--- config.mk ---
export PLATFORM = sky130hd
export DESIGN_NAME = spi_sclk_gen
export DESIGN_NICKNAME = d
export VERILOG_FILES = /design/src/rtl/spi_sclk_gen.sv
export SDC_FILE = /design/constraint.sdc
export NUM_CORES = 1
export LEC_CHECK = 0
export CAP_MARGIN = 25
export CORE_UTILIZATION = 45
export DETAILED_ROUTE_END_ITERATION = 16
export PLACE_DENSITY = 0.67
export SLEW_MARGIN = 20
export SYNTH_ARGS = -nofsm -noshare
export SYNTH_HDL_FRONTEND = slang
export SYNTH_SLANG_ARGS = --single-unit
export TNS_END_PERCENT = 30
--- constraint.sdc ---
create_clock -name clk_i -period 2.8 [get_ports clk_i]
set_input_delay 0.84 -clock clk_i [delete_from_list [all_inputs] [get_ports clk_i]]
set_output_delay 0.84 -clock clk_i [all_outputs]
set_load 0.005 [all_outputs]
--- src/rtl/spi_sclk_gen.sv ---
// SPI serial-clock generator: programmable divider, CPOL/CPHA, bit count, shift/sample strobes.
// Define SPI_SCLK_GAP_EN to hold busy_o for GAP_CYCLES idle cycles after the final edge.
module spi_sclk_gen #(
  parameter int unsigned DIV_W      = 8,
  parameter int unsigned CNT_W      = 6,
  parameter int unsigned GAP_CYCLES = 2
) (
  input  logic             clk_i,
  input  logic             reset_n_i,
  input  logic             start_i,
  input  logic             abort_i,
  input  logic             cpol_i,
  input  logic             cpha_i,
  input  logic [DIV_W-1:0] clk_div_i,
  input  logic [CNT_W-1:0] num_bits_i,
  output logic             sclk_o,
  output logic             shift_o,
  output logic             sample_o,
  output logic             busy_o,
  output logic             done_o
);

`ifdef SPI_SCLK_GAP_EN
  typedef enum logic [1:0] {StIdle, StRun, StGap} state_e;

  localparam int unsigned GapW    = (GAP_CYCLES > 1) ? $clog2(GAP_CYCLES) : 1;
  localparam int unsigned GapLast = (GAP_CYCLES > 0) ? GAP_CYCLES - 1 : 0;

  logic [GapW-1:0] gap_cnt_q, gap_cnt_d;
`else
  typedef enum logic [1:0] {StIdle, StRun} state_e;
`endif

  state_e           state_q, state_d;
  logic             cpol_q, cpol_d;
  logic             cpha_q, cpha_d;
  logic [DIV_W-1:0] div_q, div_d;
  logic [CNT_W-1:0] nbits_q, nbits_d;
  logic [DIV_W-1:0] div_cnt_q, div_cnt_d;
  logic [CNT_W:0]   edge_cnt_q, edge_cnt_d;
  logic             sclk_q, sclk_d;
  logic             shift_q, shift_d;
  logic             sample_q, sample_d;
  logic             busy_q, busy_d;
  logic             done_q, done_d;

  logic [CNT_W:0] edge_nxt;
  logic [CNT_W:0] edge_last;
  logic           last_edge;
  logic           div_hit;
  logic           leading;

  assign edge_nxt  = edge_cnt_q + 1'b1;
  assign edge_last = {nbits_q, 1'b0};
  assign last_edge = (edge_nxt == edge_last);
  assign div_hit   = (div_cnt_q == div_q);
  // Edges are 1-based, so odd edge numbers are leading edges.
  assign leading   = edge_nxt[0];

  always_comb begin
    state_d    = state_q;
    cpol_d     = cpol_q;
    cpha_d     = cpha_q;
    div_d      = div_q;
    nbits_d    = nbits_q;
    div_cnt_d  = div_cnt_q;
    edge_cnt_d = edge_cnt_q;
    sclk_d     = sclk_q;
    shift_d    = 1'b0;
    sample_d   = 1'b0;
    busy_d     = busy_q;
    done_d     = 1'b0;
`ifdef SPI_SCLK_GAP_EN
    gap_cnt_d  = gap_cnt_q;
`endif

    case (state_q)
      StIdle: begin
        cpol_d = cpol_i;
        sclk_d = cpol_i;
        if (start_i && !abort_i) begin
          cpha_d     = cpha_i;
          div_d      = clk_div_i;
          nbits_d    = num_bits_i;
          div_cnt_d  = '0;
          edge_cnt_d = '0;
          busy_d     = 1'b1;
          state_d    = StRun;
        end
      end

      StRun: begin
        if (nbits_q == '0) begin
          busy_d  = 1'b0;
          done_d  = 1'b1;
          state_d = StIdle;
        end else begin
          // First cycle of a CPHA=0 transfer: present bit 0 before the leading edge.
          if (!cpha_q && (edge_cnt_q == '0) && (div_cnt_q == '0)) begin
            shift_d = 1'b1;
          end
          if (div_hit) begin
            div_cnt_d  = '0;
            edge_cnt_d = edge_nxt;
            sclk_d     = ~sclk_q;
            if (leading) begin
              if (cpha_q) shift_d = 1'b1;
              else        sample_d = 1'b1;
            end else begin
              if (cpha_q)          sample_d = 1'b1;
              else if (!last_edge) shift_d = 1'b1;
            end
            if (last_edge) begin
              sclk_d = cpol_q;
`ifdef SPI_SCLK_GAP_EN
              gap_cnt_d = '0;
              state_d   = StGap;
`else
              busy_d  = 1'b0;
              done_d  = 1'b1;
              state_d = StIdle;
`endif
            end
          end else begin
            div_cnt_d = div_cnt_q + 1'b1;
          end
        end
      end

`ifdef SPI_SCLK_GAP_EN
      StGap: begin
        sclk_d = cpol_q;
        if (gap_cnt_q == GapW'(GapLast)) begin
          busy_d  = 1'b0;
          done_d  = 1'b1;
          state_d = StIdle;
        end else begin
          gap_cnt_d = gap_cnt_q + 1'b1;
        end
      end
`endif

      default: begin
        state_d = StIdle;
        busy_d  = 1'b0;
      end
    endcase

    // Abort wins over any in-flight edge or completion; no done pulse.
    if (abort_i && (state_q != StIdle)) begin
      state_d  = StIdle;
      busy_d   = 1'b0;
      sclk_d   = cpol_q;
      shift_d  = 1'b0;
      sample_d = 1'b0;
      done_d   = 1'b0;
    end
  end

  always_ff @(posedge clk_i or negedge reset_n_i) begin
    if (!reset_n_i) begin
      state_q    <= StIdle;
      cpol_q     <= 1'b0;
      cpha_q     <= 1'b0;
      div_q      <= '0;
      nbits_q    <= '0;
      div_cnt_q  <= '0;
      edge_cnt_q <= '0;
      sclk_q     <= 1'b0;
      shift_q    <= 1'b0;
      sample_q   <= 1'b0;
      busy_q     <= 1'b0;
      done_q     <= 1'b0;
`ifdef SPI_SCLK_GAP_EN
      gap_cnt_q  <= '0;
`endif
    end else begin
      state_q    <= state_d;
      cpol_q     <= cpol_d;
      cpha_q     <= cpha_d;
      div_q      <= div_d;
      nbits_q    <= nbits_d;
      div_cnt_q  <= div_cnt_d;
      edge_cnt_q <= edge_cnt_d;
      sclk_q     <= sclk_d;
      shift_q    <= shift_d;
      sample_q   <= sample_d;
      busy_q     <= busy_d;
      done_q     <= done_d;
`ifdef SPI_SCLK_GAP_EN
      gap_cnt_q  <= gap_cnt_d;
`endif
    end
  end

  assign sclk_o   = sclk_q;
  assign shift_o  = shift_q;
  assign sample_o = sample_q;
  assign busy_o   = busy_q;
  assign done_o   = done_q;

endmodule

==> results.toml <==
[sta]
hold_violations = 0
drv_slew = 0
fin_crit_ps = 2420
rsz0062_at_grt = "false"
fin_crit_sh = 0.865
worst_pin_slew_ps = 557
fmaxAchievable_ghz = 0.413
setup_viol = 0
finalClockSkew_ps = 8.97
max-slew-margin-rel = 0.629
tns_ps = 0

[critical_path]
startpoint_type = "register"
slowest_delay_ps = 690
cp-end-kind = "output port"
path_cells = "clkdlybuf4s50_1"
path_delay_family = "flip-flops"
cp_slowest_cell = "dfrtp_1"
crit_fanout = 15
criticalPathCategory = "reg2out"
rrSetupSlack_ps = 450
cp.arrival_ps = 1580
worstPathRequired_ps = 1960
cp.buffers_inverters = 1

[yosys]
syn_inst = 184
synth_seq_area_share = 0.465
yosys_register_bits = 36
yosysUniqueCellTypes = 38
synth_area_per_cell_um2 = 10.5
synth_nets = 208
synth_area_mm2 = 0.00194
yosysWarnings = 0

[detailed_routing]
ant_nets = 0
drc_errors = 0
vias_per_cell = 5.56
wl_per_cell_um = 14.7
drtIter0Drc = 45
vias = 1479
routed_wl_mm = 3.91
firstDrtPassIters = 4

[floorplan]
dieWidth_um = 67.7
dieArea_mm2 = 0.00458
row_count = 23
io_pins = 25
initial_core_util = 0.478
die_height_um = 67.7
coreArea_mm2 = 0.00406

[cells_and_area]
seqCellArea_um2 = 901
design_area_mm2 = 0.00235
final_cell_mix = "36 x dfrtp_1, 24 x clkdlybuf4s50_1, 17 x mux2_2"
finalNetCount = 239
n_antenna_cell = 0
final_common_cell = "dfrtp_1"
fillers = 352
layout-drive-gt1-share = 0.157
syn2layout_area_growth_pct = 21.0
multiInputGateArea_um2 = 990

[global_routing]
grt_antenna_before_repair = 0
grt_max_degree = 37
grt_use_total = 0.206
grt_pass1_wl_mm = 6.72
grt_pass1_vias = 1517
gr-total-overflow = 0

[clock_network]
cts.htree.levels = 2
cts-root-to-sink-buffers = 2
post_cts_resized = 0
insertion_delay_ps = 290
numCtsBuffers = 5
cts_hold_buf = 0
clock_sinks = 36
clk_pin_slew_ps = 60
cts_root_buf = "clkbuf_8"
cts_tree = "built"
post_cts_buffers = 0

[pwr]
switching_share = 0.307
comb_power_share = 0.267
p_int_mw = 1.01
cellPowerDensity_mw_per_mm2 = 618
power.leakage_nw = 0.951
power_frac_seq = 0.479
vdd_drop_max_uv = 376
clkPwrFrac = 0.254
switching_power_mw = 0.445

[status]
outcome = "complete, no violations"

[place]
io_buffer_count = 24
hpwl_mm = 2.96
place_area_mm2 = 0.00226
place_congestion = 0.868

[flow_run]
drv_cap = 0

[worst_hold_path]
hp-class = "reg2reg"
==> power by group through the flow <==
stage / logic [mW] / clock network, mW / registers, mW
5_1_grt: 0.431 / 0.411 / 0.708
2_1_floorplan: 0.283 / 0 / 0.673
3_5_place_dp: 0.388 / 0 / 0.704
4_1_cts: 0.391 / 0.383 / 0.695
6_report: 0.388 / 0.368 / 0.694
3_3_place_gp: 0.373 / 0 / 0.697
==> cells by family after synthesis <==
family	share of synthesized area
compound gates	0.121
fa+ha+maj	0.0258
mux	0.104
xor+xnor	0.0858
flops	0.465
buf+inv	0.0252
simple gates	0.174
==> sequential cells by signal, indices dropped and copies added (netlist names) <==
register and cells:
div_cnt_q 8, div_q 8, edge_cnt_q 7, nbits_q 6
busy_o 1, cpha_q 1, cpol_q 1, done_o 1
sample_o 1, sclk_o 1, shift_o 1
==> area by class of cell <==
cell class / instances / share of cell area
multi-input cells: 135 / 0.422
inverters: 9 / 0.0144
flip-flops and latches: 36 / 0.384
well taps: 50 / 0.0267
repair buffers: 28 / 0.115
clock buffers: 8 / 0.0384
==> final timing paths <==
| path | depth (start not counted) | end | startpoint |
|---|---|---|---|
| worst max register to register | 7 | sclk_o | edge_cnt_q[0] |
| max in group asynchronous | 2 | edge_cnt_q[3] | reset_n_i |
| worst min register to register | 1 | div_q[7] | div_q[7] |
| min in group asynchronous | 2 | div_q[2] | reset_n_i |
| worst min-delay path | 1 | div_q[7] | div_q[7] |
| worst max-delay path | 1 | busy_o | busy_o |
==> worst register-to-register path: stages (launching register included) <==
cell and delay, ps:
dfrtp_1 430, ha_1 260, nand3_2 160, or3_4 430, a2111oi_4 390, and3_4 260
nor3_1 50, a221o_1 260
==> routing by layer <==
layer	global-route usage	vias to the layer above	part of all wire
li1	-	726	-
met1	0.236	717	0.43
met2	0.359	31	0.50
met3	0.0608	5	0.052
met4	0.0718	0	0.013
met5	0	-	0
==> stage by stage <==
step	util	power, mW	hold WS [ps]	setup WS [ps]	cells
6_report	0.578	1.45	535	377	266
3_3_place_gp	0.556	1.07	512	342	258
5_1_grt	0.578	1.55	552	290	266
2_1_floorplan	-	0.956	492	539	184
4_1_cts	0.578	1.47	542	361	266
3_5_place_dp	0.556	1.09	527	300	258
==> cell usage after synthesis (all sizes together) <==
cell type | n | share of area
a2111oi | 1 | 0.014
a21boi | 1 | 0.0039
a21o | 1 | 0.0039
a21oi | 6 | 0.015
a221o | 1 | 0.0052
a22o | 5 | 0.023
a311oi | 1 | 0.0045
a31o | 1 | 0.0045
and2 | 1 | 0.0032
and3 | 3 | 0.012
clkbuf | 4 | 0.0077
dfrtp | 36 | 0.46
ha | 4 | 0.026
inv | 9 | 0.017
mux2 | 17 | 0.099
mux2i | 1 | 0.0052
nand2 | 12 | 0.023
nand2b | 5 | 0.016
nand3 | 6 | 0.018
nand4 | 7 | 0.023
nor2 | 10 | 0.019
nor2b | 2 | 0.0065
nor3 | 3 | 0.0077
nor3b | 1 | 0.0065
nor4 | 2 | 0.0065
nor4b | 2 | 0.0090
o21a | 1 | 0.0039
o21ai | 13 | 0.034
o22ai | 3 | 0.0097
or2 | 2 | 0.0065
or2b | 1 | 0.0039
or3 | 3 | 0.012
xnor2 | 12 | 0.054
xor2 | 7 | 0.032
Note: power is estimated with default switching activity, not from simulation.
